$ cat src/rtl/fir_pkg.sv
// Shared types and sizing for the reconfigurable transposed FIR tap scheduler.
package fir_pkg;

   localparam int NUM_BANK      = 4;
   localparam int TAPS_PER_BANK = 10;
   localparam int MAX_TAPS      = NUM_BANK * TAPS_PER_BANK;
   localparam int DATA_W        = 16;

   // Widths of a global tap index, a bank number and a bank-local address
   localparam int IDX_W  = 6;
   localparam int BANK_W = 3;
   localparam int LOC_W  = 4;

   typedef enum logic [2:0] {
      IDLE,
      UPDATE,
      READ,
      DRAIN,
      DONE
   } state_t;

endpackage

$ cat src/rtl/fir_addr_split.sv
// Splits a global tap index into {bank, bank-local address, in-range flag}.
module fir_addr_split
   import fir_pkg::*;
#(
   parameter int TAPS  = TAPS_PER_BANK,
   parameter int LIMIT = MAX_TAPS
) (
   input  logic [IDX_W-1:0]  idx,
   output logic [BANK_W-1:0] bank,
   output logic [LOC_W-1:0]  localIdx,
   output logic              valid
);

   // Divide-by-TAPS as a compare chain; the highest bank base not above idx wins
   always_comb begin
      bank     = '0;
      localIdx = LOC_W'(idx);
      for (int b = 1; b < (1 << BANK_W); b++) begin
         if (int'(idx) >= b * TAPS) begin
            bank     = BANK_W'(b);
            localIdx = LOC_W'(int'(idx) - b * TAPS);
         end
      end
      valid = int'(idx) < LIMIT;
   end

endmodule

$ cat src/rtl/fir_tap_scheduler.sv
// Coefficient bank router and sweep sequencer for the transposed FIR MAC slices.
module fir_tap_scheduler #(
   parameter int NUM_BANK      = fir_pkg::NUM_BANK,
   parameter int TAPS_PER_BANK = fir_pkg::TAPS_PER_BANK,
   parameter int DATA_W        = fir_pkg::DATA_W
) (
   input  logic                     iClk_12M,
   input  logic                     iRsn,
   input  logic                     iEnSample_300k,
   input  logic                     iCoeffiUpdateFlag,
   input  logic                     iCsnRam,
   input  logic                     iWrnRam,
   input  logic [5:0]               iAddrRam,
   input  logic signed [DATA_W-1:0] iWrDtRam,
   input  logic [5:0]               iNumOfCoeff,
   output logic [NUM_BANK-1:0]      oCsnRam,
   output logic [NUM_BANK-1:0]      oWrnRam,
   output logic [3:0]               oAddrRam [NUM_BANK],
   output logic signed [DATA_W-1:0] oWrDtRam [NUM_BANK],
   output logic [NUM_BANK-1:0]      oEnMul,
   output logic [NUM_BANK-1:0]      oEnAcc,
   output logic                     oEnDelay,
   output logic                     oBusy,
   output logic                     oDone,
   output logic                     oReject
);
   import fir_pkg::*;

   localparam int TapLimit = NUM_BANK * TAPS_PER_BANK;

   state_t                     state, stateNext;
   logic [3:0]                 rdLocal;
   logic [5:0]                 tapCount;
   logic                       hostWr;
   logic [2:0]                 wrBank, cntBank;
   logic [3:0]                 wrLocal, cntLocal;
   logic                       wrValid, cntValid;
   logic                       rejectNext;
   logic [NUM_BANK-1:0]        enMulNext;
   logic                       vld_p1;
   logic [2:0]                 wrBank_p1;
   logic [3:0]                 wrLocal_p1;
   logic signed [DATA_W-1:0]   wrData_p1;
   logic [NUM_BANK-1:0]        enMul_p1;
   logic                       reject_p1;

   // Tap counts above the bank capacity behave as a full filter
   function automatic logic [5:0] satCount(input logic [5:0] n);
      return (int'(n) > TapLimit) ? 6'(TapLimit) : n;
   endfunction

   assign hostWr = !iCsnRam && !iWrnRam;

   fir_addr_split #(.TAPS(TAPS_PER_BANK), .LIMIT(TapLimit)) uWrSplit (
      .idx(iAddrRam), .bank(wrBank), .localIdx(wrLocal), .valid(wrValid)
   );

   // The latched count split the same way gives the bank/local boundary for gating
   fir_addr_split #(.TAPS(TAPS_PER_BANK), .LIMIT(TapLimit)) uCntSplit (
      .idx(tapCount), .bank(cntBank), .localIdx(cntLocal), .valid(cntValid)
   );

   // State register
   always_ff @(posedge iClk_12M) begin
      if (iRsn) state <= IDLE;
      else      state <= stateNext;
   end

   // Next-state logic; an update request during a sweep waits for DONE
   always_comb begin
      stateNext = state;
      case (state)
         IDLE: begin
            if (iCoeffiUpdateFlag)   stateNext = UPDATE;
            else if (iEnSample_300k) stateNext = READ;
         end
         UPDATE:  if (!iCoeffiUpdateFlag) stateNext = IDLE;
         READ:    if (rdLocal == 4'(TAPS_PER_BANK - 1)) stateNext = DRAIN;
         DRAIN:   stateNext = DONE;
         DONE:    stateNext = iCoeffiUpdateFlag ? UPDATE : IDLE;
         default: stateNext = IDLE;
      endcase
   end

   // Sweep address counter and tap-count latch, both loaded on sweep entry
   always_ff @(posedge iClk_12M) begin
      if (iRsn) begin
         rdLocal  <= '0;
         tapCount <= '0;
      end else if (state == IDLE && stateNext == READ) begin
         rdLocal  <= '0;
         tapCount <= satCount(iNumOfCoeff);
      end else if (state == READ) begin
         rdLocal  <= rdLocal + 4'd1;
      end
   end

   // Tap k = b*TAPS_PER_BANK + rdLocal is live only below the latched count
   always_comb begin
      enMulNext = '0;
      for (int b = 0; b < NUM_BANK; b++) begin
         enMulNext[b] = (state == READ) &&
                        (!cntValid || b < int'(cntBank) ||
                         (b == int'(cntBank) && rdLocal < cntLocal));
      end
   end

   assign rejectNext = (hostWr && (state != UPDATE || !wrValid)) ||
                       (iEnSample_300k && (state != IDLE || iCoeffiUpdateFlag));

   // Stage p1 control: enables line up with the one-cycle SRAM read latency
   always_ff @(posedge iClk_12M) begin
      if (iRsn) begin
         enMul_p1  <= '0;
         reject_p1 <= 1'b0;
         vld_p1    <= 1'b0;
      end else begin
         enMul_p1  <= enMulNext;
         reject_p1 <= rejectNext;
         vld_p1    <= hostWr && (state == UPDATE) && wrValid;
      end
   end

   // Stage p1 data: host write fields, qualified downstream by vld_p1
   always_ff @(posedge iClk_12M) begin
      wrBank_p1  <= wrBank;
      wrLocal_p1 <= wrLocal;
      wrData_p1  <= iWrDtRam;
   end

   // Bank ports: a sweep reads every bank in lockstep, else only the addressed bank is written
   always_comb begin
      oCsnRam = '1;
      oWrnRam = '1;
      for (int b = 0; b < NUM_BANK; b++) begin
         oAddrRam[b] = '0;
         oWrDtRam[b] = '0;
      end
      if (state == READ) begin
         oCsnRam = '0;
         for (int b = 0; b < NUM_BANK; b++) oAddrRam[b] = rdLocal;
      end else if (vld_p1) begin
         for (int b = 0; b < NUM_BANK; b++) begin
            if (int'(wrBank_p1) == b) begin
               oCsnRam[b]  = 1'b0;
               oWrnRam[b]  = 1'b0;
               oAddrRam[b] = wrLocal_p1;
               oWrDtRam[b] = wrData_p1;
            end
         end
      end
   end

   assign oEnMul   = enMul_p1;
   assign oEnAcc   = {NUM_BANK{state == DONE}};
   assign oEnDelay = (state == DONE);
   assign oDone    = (state == DONE);
   assign oBusy    = (state == READ) || (state == DRAIN) || (state == DONE);
   assign oReject  = reject_p1;

endmodule

$ cat config.mk
export PLATFORM = sky130hd
export DESIGN_NAME = fir_tap_scheduler
export DESIGN_NICKNAME = d
export VERILOG_FILES = /design/src/rtl/fir_pkg.sv /design/src/rtl/fir_addr_split.sv /design/src/rtl/fir_tap_scheduler.sv
export SDC_FILE = /design/constraint.sdc
export NUM_CORES = 1
export LEC_CHECK = 0
export ABC_AREA = 1
export CELL_PAD_IN_SITES_DETAIL_PLACEMENT = 0
export CELL_PAD_IN_SITES_GLOBAL_PLACEMENT = 1
export CORE_ASPECT_RATIO = 1.4
export CORE_MARGIN = 4
export CORE_UTILIZATION = 27
export CTS_CLUSTER_SIZE = 16
export DETAILED_ROUTE_END_ITERATION = 16
export PLACE_DENSITY = 0.92
export RECOVER_POWER = 25
export SLEW_MARGIN = 20
export SYNTH_ARGS = -nofsm -noshare
export SYNTH_HDL_FRONTEND = slang
export SYNTH_SLANG_ARGS = --single-unit
$ cat constraint.sdc
create_clock -name iClk_12M -period 3.2 [get_ports iClk_12M]
set_input_delay 0.64 -clock iClk_12M [delete_from_list [all_inputs] [get_ports iClk_12M]]
set_output_delay 0.64 -clock iClk_12M [all_outputs]
set_load 0.02 [all_outputs]
==> flow_summary_export.csv, run 1 <==
group,metric,value,unit
layout,syn2layout_area_growth,55.9,%
logic_synthesis,syn_area_per_cell,6.48,sq um
placement,hpwl,7300,um
sta,rsz0062_at_grt,"false",
sta,whs,529,ps
sta,period_needed,2990,ps
clock_tree,cts.reportedPaths.clkPinSlew,60,ps
min_path,hold_path_class,"flop to flop",
placement,gp_congestion,0.887,
clock_tree,htreeDepth,2,
sta,drv_slew,0,
detailed_routing,drt_wl_total,8950,um
detailed_routing,routed-via-count,3114,
logic_synthesis,ys_seq_area_share,30.2,%
clock_tree,postCtsSetupRepairBufs,0,
clock_tree,numCtsBuffers,5,
setup_path,cp_data_arrival_time,2350,ps
logic_synthesis,ys_warn_count,0,
grt,grt_max_degree,22,
power,vdd.ir_drop.worst,0.205,mV
logic_synthesis,syn_area,2790,sq um
sta,finalHoldViolCount,0,
logic_synthesis,syn_nets,484,
clock_tree,tritoncts,"done",
grt,grt_overflow,0,
floorplanning,die_h,128,um
layout,finish.net_count,611,
detailed_routing,viasPerCell,4.49,
setup_path,critPathKind,"flop to output pin",
floorplanning,core-area,10000,sq um
floorplanning,dieArea,12000,sq um
setup_path,startpoint_type,"flop",
logic_synthesis,synth_top_flop_cell,"dfxtp_1",
detailed_routing,dr.pass1.iters,5,
logic_synthesis,synth_seq_cells,42,
floorplanning,fp-row-count,43,
sta,maxClockFrequency,334,MHz
floorplanning,start_util,27.9,%
power,leakage,1.94,nW
sta,period_share,93.4,%
layout,fillers,1029,
setup_path,cp-end-kind,"output pin",
placement,numPortBuffers,133,
logic_synthesis,yosysUniqueCellTypes,32,
flow_run,cap_violations,0,
power,p_total,1.37,mW
sta,setup_violations,0,
grt,grt_pass1_wl,14200,um
floorplanning,die_w,93.9,um
detailed_routing,drt_iter0_drc,92,
grt,grt_usage,14.6,%
logic_synthesis,async_reset_ff_share,0,%
grt,grt_pass1_vias,2968,
sta,fin_setup_tns,0,ps
floorplanning,io_pins,134,
setup_path,cp_max_fo,21,
clock_tree,cts.path.max_buffers,2,
detailed_routing,drc,0,
sta,relSlewSlack,68.9,%
sta,finalClockSkew,10.2,ps
layout,drive_gt1_share,6.45,%
layout,antenna_cells,0,
detailed_routing,ant_nets,0,
clock_tree,clk_latency,280,ps
power,p_per_area,315,nW/um^2
detailed_routing,wire_per_inst,12.9,um
logic_synthesis,synth_cells,430,
sta,worst_pin_slew,461,ps
outcome,status,"completed",
grt,antenna_found_initial,0,
clock_tree,cts_root_buffer,"clkbuf_16",
logic_synthesis,synth-edff-count,0,
clock_tree,cts-hold-fix-buffers,0,
clock_tree,cts.sinks,42,
setup_path,cp.required,2560,ps
where the power goes:
group / switching (mW) / total, mW / internal (mW)
logic: 0.171 / 0.280 / 0.109
registers: 0.0200 / 0.575 / 0.555
clock network: 0.198 / 0.512 / 0.313
total: 0.390 / 1.37 / 0.977
cell usage after synthesis (4+ instances only):
library cell | number | area (sq um)
o21ai_0 | 31 | 155
inv_2 | 6 | 22.5
a21oi_1 | 22 | 110
nor2_2 | 5 | 31.3
o21ai_1 | 5 | 25.0
buf_2 | 4 | 20.0
dfxtp_1 | 42 | 841
buf_6 | 4 | 45.0
xor2_1 | 4 | 35.0
nand2_2 | 5 | 31.3
nand3_1 | 17 | 85.1
nor2_1 | 88 | 330
buf_4 | 7 | 52.6
ha_1 | 20 | 250
inv_1 | 68 | 255
nor3_1 | 4 | 20.0
nand2_1 | 73 | 274
per-layer routing:
layer	GRT usage [%]	routed length (um)
met3	2.11	397
met5	0	0
met4	6.04	244
met1	16.0	3390
met2	27.6	4920
state kept, by name, summed over array words and instances (netlist names):
name	cells
wrData_p1	16
tapCount	6
oEnMul	4
rdLocal	4
wrLocal_p1	4
state	3
wrBank_p1	3
oReject	1
vld_p1	1
worst paths after layout:
kind	from	endpoint	slack, ps	cells after the start
setup reg to reg	tapCount[3]	oEnMul[2]	490	18
hold / removal	state[0]	state[2]	530	2
setup / recovery	state[2]	oAddrRam[6]	210	7
hold reg to reg	state[0]	state[2]	530	2
worst max-delay path, cell delays in order (launching register included):
cell and delay, ps:
dfxtp_1 350, inv_1 90, nand2_2 110, nor2_4 70, inv_2 200, nand2_2 310
o21ai_0 290, clkdlybuf4s50_1 640
cell families after synthesis:
family          Yosys count  synth area share [%]
flops                    42                  30.2
compound gates           69                  13.9
xor+xnor                  5                  1.57
fa+ha+maj                20                  8.98
simple gates            205                  31.2
buf+inv                  89                  14.2
cells in the final DEF (no fill, tap or decap):
cell | synthesis | layout
a211oi_2 | 1 | 1
a21oi_1 | 22 | 22
a311oi_2 | 1 | 1
a31oi_1 | 2 | 2
a31oi_2 | 1 | 1
and3_1 | 1 | 1
buf_4 | 7 | 2
clkbuf_1 | 0 | 1
clkbuf_16 | 0 | 5
clkbuf_8 | 0 | 1
clkdlybuf4s50_1 | 0 | 109
dfxtp_1 | 42 | 42
dlygate4sd3_1 | 0 | 24
ha_1 | 20 | 20
inv_1 | 68 | 68
inv_2 | 6 | 6
inv_6 | 0 | 1
nand2_1 | 73 | 72
nand2_2 | 5 | 5
nand2_4 | 0 | 1
nand3_1 | 17 | 17
nand4_1 | 2 | 2
nor2_1 | 88 | 88
nor2_2 | 5 | 5
nor2_4 | 2 | 2
nor3_1 | 4 | 5
nor3_2 | 2 | 1
nor4_1 | 3 | 2
nor4_2 | 0 | 1
o21a_1 | 1 | 1
o21ai_0 | 31 | 32
o21ai_1 | 5 | 4
o21ai_2 | 2 | 2
o22ai_1 | 3 | 3
or2_0 | 2 | 2
or2_2 | 1 | 1
xnor2_1 | 1 | 1
xor2_1 | 4 | 4
metrics by stage:
stage / utilization, % / instances / cell area [sq um] / worst slack (ps)
6_report: 43.4 / 693 / 4350 / 210
5_1_grt: 43.4 / 693 / 4350 / 41.7
4_1_cts: 43.4 / 693 / 4340 / 2.21
3_5_place_dp: 41.8 / 685 / 4190 / 259
3_3_place_gp: 41.8 / 685 / 4190 / 414
2_1_floorplan: - / 430 / 2790 / 875
area by class of cell:
cell class              instances  area, sq um  area share [%]
well taps                     135          169            3.89
flip-flops and latches         42          841            19.3
multi-input cells             299         1560            35.9
inverters                      74          278            6.39
clock inverters                 1         8.76           0.202
repair buffers                135         1350            31.0
clock buffers                   7          143            3.28
repair_timing:
action                                  in CTS  in global routing
gates cloned                                 0                  0
endpoints found under the setup margin       1                 20
hold endpoints to repair                     0                  0
pin swaps                                    0                  1
gates resized for setup                      1                  3
Power figures use the tool's default switching activity.
==> run 2, diff against run 1 <==
--- a/config.mk
+++ b/config.mk
@@ -6,14 +6,12 @@
 export NUM_CORES = 1
 export LEC_CHECK = 0
 export ABC_AREA = 1
-export CELL_PAD_IN_SITES_DETAIL_PLACEMENT = 0
-export CELL_PAD_IN_SITES_GLOBAL_PLACEMENT = 1
 export CORE_ASPECT_RATIO = 1.4
 export CORE_MARGIN = 4
-export CORE_UTILIZATION = 27
+export CORE_UTILIZATION = 45
 export CTS_CLUSTER_SIZE = 16
 export DETAILED_ROUTE_END_ITERATION = 16
-export PLACE_DENSITY = 0.92
+export PLACE_DENSITY = 0.95
 export RECOVER_POWER = 25
 export SLEW_MARGIN = 20
 export SYNTH_ARGS = -nofsm -noshare
==> constraint.sdc (replaced) <==
create_clock -name iClk_12M -period 3.8 [get_ports iClk_12M]
set_input_delay 0.76 -clock iClk_12M [delete_from_list [all_inputs] [get_ports iClk_12M]]
set_output_delay 0.76 -clock iClk_12M [all_outputs]
set_load 0.02 [all_outputs]
==> run 2 against run 1 <==
Against the previous run:
- register-to-register slack better by 560 ps
- global-route usage up 9.8 points
- cell area is 3.4% lower
- total power down 21%
- core utilization grew 27 points
- first-iteration DRC count rose by 93%
- flip-flop and latch count is the same
- critical endpoint is now oAddrRam[10]
- largest power group unchanged
- highest routed layer unchanged
==> flow_summary_export.csv, run 2 (synthesized netlist as in run 1, its figures left out) <==
group,metric,value,unit
outcome,status,"completed",
clock_tree,cts_root_buffer,"clkbuf_8",
flow_run,cap_violations,0,
min_path,hold_depth,2,
power,leakage,1.90,nW
detailed_routing,ant_nets,0,
clock_tree,tritoncts,"done",
detailed_routing,viasPerCell,5.17,
placement,gp_congestion,1.04,
sta,relSlewSlack,50.9,%
power,p_total,1.08,mW
sta,maxClockFrequency,294,MHz
floorplanning,die_h,101,um
grt,grt_max_degree,22,
grt,antenna_found_initial,1,
sta,rsz0062_at_grt,"false",
clock_tree,cts.reportedPaths.clkPinSlew,80,ps
floorplanning,io_pins,134,
sta,worst_slack,404,ps
sta,worst_pin_slew,735,ps
placement,place_area,4090,sq um
floorplanning,fp-row-count,33,
clock_tree,htreeDepth,2,
layout,largest_register_ffs,16,
floorplanning,start_util,46.9,%
min_path,hold_path_class,"flop to flop",
detailed_routing,drt_wl_total,9220,um
sta,period_share,89.4,%
setup_path,cp_max_fo,21,
clock_tree,postCtsSetupRepairBufs,0,
layout,drive_gt1_share,5.76,%
setup_path,cp-end-kind,"output pin",
sta,period_needed,3400,ps
floorplanning,die_w,74.5,um
layout,fillers,498,
layout,syn2layout_area_growth,50.6,%
placement,numPortBuffers,133,
layout,utilization,70.6,%
clock_tree,cts_resized,0,
detailed_routing,wire_per_inst,14.7,um
layout,multiInputGateArea,1550,sq um
sta,setup_violations,0,
setup_path,cp.required,3040,ps
setup_path,r2r_cells,18,
clock_tree,cts-hold-fix-buffers,0,
floorplanning,core-area,5950,sq um
min_path,hp-start,"state[0]",
setup_path,r2r-start,"tapCount[2]",
clock_tree,cts.path.max_buffers,2,
clock_tree,clk_latency,300,ps
detailed_routing,dr.pass1.iters,4,
placement,pre_cts_ws,762,ps
sta,finalHoldViolCount,0,
layout,layout_common_cells,"110 x clkdlybuf4s50_1, 88 x nor2_1, 74 x nand2_1",
layout,reg.largest.list,"wrData_p1 x16, tapCount x6",
sta,drv_slew,0,
sta,fin_setup_tns,0,ps
placement,hpwl,7390,um
min_path,worstHoldEndpoint,"state[2]",
power,vdd.ir_drop.worst,0.269,mV
setup_path,startpoint_type,"flop",
floorplanning,dieArea,7540,sq um
setup_path,critPathKind,"flop to output pin",
setup_path,cp_data_arrival_time,2640,ps
power,p_per_area,256,nW/um^2
clock_tree,cts.sinks,42,
layout,finish.net_count,609,
detailed_routing,drt_iter0_drc,178,
sta,finalClockSkew,5.52,ps
setup_path,ff2ff_setup_slack,1050,ps
layout,seqCellArea,841,sq um
grt,grt_pass1_wl,14500,um
clock_tree,numCtsBuffers,5,
layout,design_area,4200,sq um
layout,largest-register,"wrData_p1",
grt,grt_pass1_vias,3199,
detailed_routing,drc,0,
grt,grt_usage,24.5,%
grt,grt_overflow,0,
layout,final_common_cell,"clkdlybuf4s50_1",
setup_path,r2r-end,"oEnMul[2]",
detailed_routing,routed-via-count,3239,
==> run 2: cell count changes in the layout (fill, tap and decap cells not counted), sizes merged <==
cell	before	now
inv	75	74
bufinv	0	1
buf	2	0
clkinvlp	0	1
dlygate4sd3	24	23
diode	0	1
clkdlybuf4s50	109	110
clkbuf	7	6
==> run 2: per-layer routing <==
metal  track usage [%]  vias to the layer above  share of wire [%]
met5                 0                        -                  0
met4              12.2                        0                3.7
met3              3.59                       33                4.9
met2              45.0                      133                 56
met1              26.4                     1496                 36
li1                  -                     1577                  -
==> run 2: stage by stage <==
stage	hold slack (ps)	instances
3_5_place_dp	510	618
5_1_grt	560	627
2_1_floorplan	484	430
6_report	537	627
3_3_place_gp	513	618
4_1_cts	532	626
==> run 2: final cells by class <==
class / count / area share, %
antenna: 1 / 0.0596
clock buffer: 6 / 1.73
clock inverter: 2 / 0.894
inverter: 74 / 6.62
multi-input combinational: 299 / 36.9
sequential: 42 / 20.0
tap: 70 / 2.09
timing repair buffer: 133 / 31.7
==> run 2: power breakdown <==
part           internal [mW]  switching [mW]
registers              0.466          0.0169
clock network          0.196           0.157
logic                 0.0920           0.148
==> run 2: worst max-delay path by stage <==
stage                 from           end  slack (ps)  cells past startpoint
6_report          state[2]  oAddrRam[10]         400                      7
5_1_grt           state[2]  oAddrRam[10]         220                      7
4_1_cts           state[2]  oAddrRam[10]         420                      7
3_5_place_dp      state[2]  oAddrRam[10]         760                      7
3_3_place_gp      state[2]   oAddrRam[3]         920                      7
2_1_floorplan  tapCount[2]     oEnMul[2]        1470                     18
==> run 2: critical path: stages, from the launching register on <==
cell and delay [ps]:
dfxtp_1 390, inv_1 100, nand2_2 110, nor2_4 70, inv_2 180, nand2_1 460, o21ai_0 380, clkdlybuf4s50_1 650
==> run 3, diff against run 2 <==
--- a/config.mk
+++ b/config.mk
@@ -8,10 +8,11 @@
 export ABC_AREA = 1
 export CORE_ASPECT_RATIO = 1.4
 export CORE_MARGIN = 4
-export CORE_UTILIZATION = 45
+export CORE_UTILIZATION = 55
 export CTS_CLUSTER_SIZE = 16
 export DETAILED_ROUTE_END_ITERATION = 16
-export PLACE_DENSITY = 0.95
+export DONT_BUFFER_PORTS = 1
+export PLACE_DENSITY = 0.82
 export RECOVER_POWER = 25
 export SLEW_MARGIN = 20
 export SYNTH_ARGS = -nofsm -noshare
==> run 3 against run 2 <==
Against the previous run:
- wire length down 22%
- non-clock buffer count down 131
- core utilization down 12 points
- sequential share of layout area up 9.6 points
- via count down 16%
- clock skew about the same
- cell area down 32%
- critical path type unchanged
- highest routed layer unchanged
==> flow_summary_export.csv, run 3 (synthesized netlist as in run 1, its figures left out) <==
group,metric,value,unit
placement,numPortBuffers,0,
min_path,worstHoldEndpoint,"wrData_p1[13]",
power,vdd.ir_drop.worst,0.248,mV
detailed_routing,viasPerCell,5.55,
detailed_routing,drt_iter0_drc,139,
layout,finish.net_count,478,
power,p_per_area,341,nW/um^2
layout,reg.largest.list,"wrData_p1 x16, tapCount x6",
sta,worst_pin_slew,819,ps
placement,hpwl,5720,um
layout,largest-register,"wrData_p1",
power,power_frac_clock,31.5,%
outcome,status,"completed",
power,power.internal,0.668,mW
floorplanning,die_h,92.2,um
clock_tree,cts.sinks,42,
sta,fin_setup_tns,0,ps
clock_tree,numCtsBuffers,5,
floorplanning,start_util,57.1,%
floorplanning,core-area,4880,sq um
setup_path,critPathKind,"flop to output pin",
placement,place_inst,481,
setup_path,r2r-end,"oEnMul[2]",
power,seqPwrFrac,50.1,%
layout,antenna_cells,0,
sta,maxClockFrequency,304,MHz
min_path,hold_depth,0,
layout,utilization,58.3,%
power,p_switching,0.300,mW
clock_tree,tritoncts,"done",
placement,gp_congestion,0.890,
sta,drv_slew,0,
sta,finalHoldViolCount,0,
grt,grt_pass1_vias,2589,
layout,final_common_cell,"nor2_1",
layout,largest_register_ffs,16,
layout,fillers,493,
detailed_routing,wire_per_inst,14.8,um
detailed_routing,ant_nets,0,
sta,finalClockSkew,5.93,ps
layout,layout_common_cells,"88 x nor2_1, 76 x nand2_1, 68 x inv_1",
setup_path,cp.required,3040,ps
grt,grt_overflow,0,
setup_path,startpoint_type,"flop",
sta,period_share,86.7,%
detailed_routing,drc,0,
setup_path,ff2ff_setup_slack,1040,ps
clock_tree,cts-hold-fix-buffers,0,
sta,period_needed,3290,ps
floorplanning,io_pins,134,
detailed_routing,drt_wl_total,7220,um
grt,grt_usage,23.2,%
grt,grt_max_degree,22,
clock_tree,cts.path.max_buffers,2,
floorplanning,fp-row-count,30,
detailed_routing,routed-via-count,2716,
layout,drive_gt1_share,7.29,%
clock_tree,clk_latency,290,ps
clock_tree,cts_root_buffer,"clkbuf_8",
power,p_sw_share,31.0,%
setup_path,cp-end-kind,"output pin",
grt,antenna_found_initial,0,
grt,grt_pass1_wl,11400,um
floorplanning,die_w,68.2,um
layout,multiInputGateArea,1530,sq um
min_path,hold_path_class,"primary input to flop",
sta,relSlewSlack,45.3,%
clock_tree,cts_resized,0,
layout,syn2layout_area_growth,1.97,%
sta,rsz0062_at_grt,"false",
setup_path,cp_max_fo,21,
power,leakage,1.42,nW
clock_tree,htreeDepth,2,
detailed_routing,dr.pass1.iters,4,
layout,seqCellArea,841,sq um
clock_tree,cts.reportedPaths.clkPinSlew,80,ps
setup_path,r2r_cells,18,
sta,setup_violations,0,
setup_path,cp_data_arrival_time,2530,ps
floorplanning,dieArea,6290,sq um
sta,whs,487,ps
power,comb_power_share,18.4,%
flow_run,cap_violations,0,
min_path,hp-start,"iWrDtRam[13]",
layout,final-instance-count-excl-fill,489,
setup_path,r2r-start,"tapCount[3]",
clock_tree,postCtsSetupRepairBufs,0,
run 3: worst max-delay path, cell delays in order, from the launching register on:
cell and delay (ps):
dfxtp_1 340, inv_1 110, nand2_1 90, nor2_1 400
inv_2 210, nand2_1 660, o21ai_0 440
run 3: metal layers:
metal,track usage (%),vias to the layer above,part of all wire [%]
met5,0,-,0
met4,11.6,0,3.5
met3,6.25,31,7.8
met2,41.7,128,53
met1,23.3,1237,35
li1,-,1320,-
run 3: power groups by stage:
stage / Combinational (mW) / Sequential, mW / Clock, mW
after floorplan: 0.148 / 0.491 / 0
after global placement: 0.172 / 0.495 / 0
after detailed placement: 0.177 / 0.496 / 0
after CTS: 0.179 / 0.486 / 0.309
after global routing: 0.207 / 0.489 / 0.330
final: 0.178 / 0.485 / 0.305
run 3: area by class of cell:
| class | count | area share [%] |
|---|---|---|
| Multi-Input combinational cell | 299 | 54.0 |
| Sequential cell | 42 | 29.6 |
| Inverter | 74 | 9.77 |
| Clock buffer | 7 | 3.04 |
| Tap cell | 64 | 2.82 |
| Timing Repair Buffer | 2 | 0.528 |
| Clock inverter | 1 | 0.308 |
run 3: worst max path at each step:
| stage | startpoint | end | slack, ps | cells after the start |
|---|---|---|---|---|
| after global routing | state[2] | oAddrRam[8] | 270 | 6 |
| after global placement | state[2] | oAddrRam[9] | 1100 | 6 |
| after detailed placement | state[2] | oAddrRam[8] | 970 | 6 |
| after floorplan | tapCount[2] | oEnMul[2] | 1470 | 18 |
| final | state[2] | oAddrRam[9] | 510 | 6 |
| after CTS | state[2] | oAddrRam[8] | 630 | 6 |
run 3: per-stage QoR:
stage,area (sq um),power (mW),setup WS [ps]
2_1_floorplan,2790,0.639,1470
3_3_place_gp,2770,0.667,1100
3_5_place_dp,2770,0.673,969
4_1_cts,2860,0.974,630
5_1_grt,2840,1.02,266
6_report,2840,0.969,505
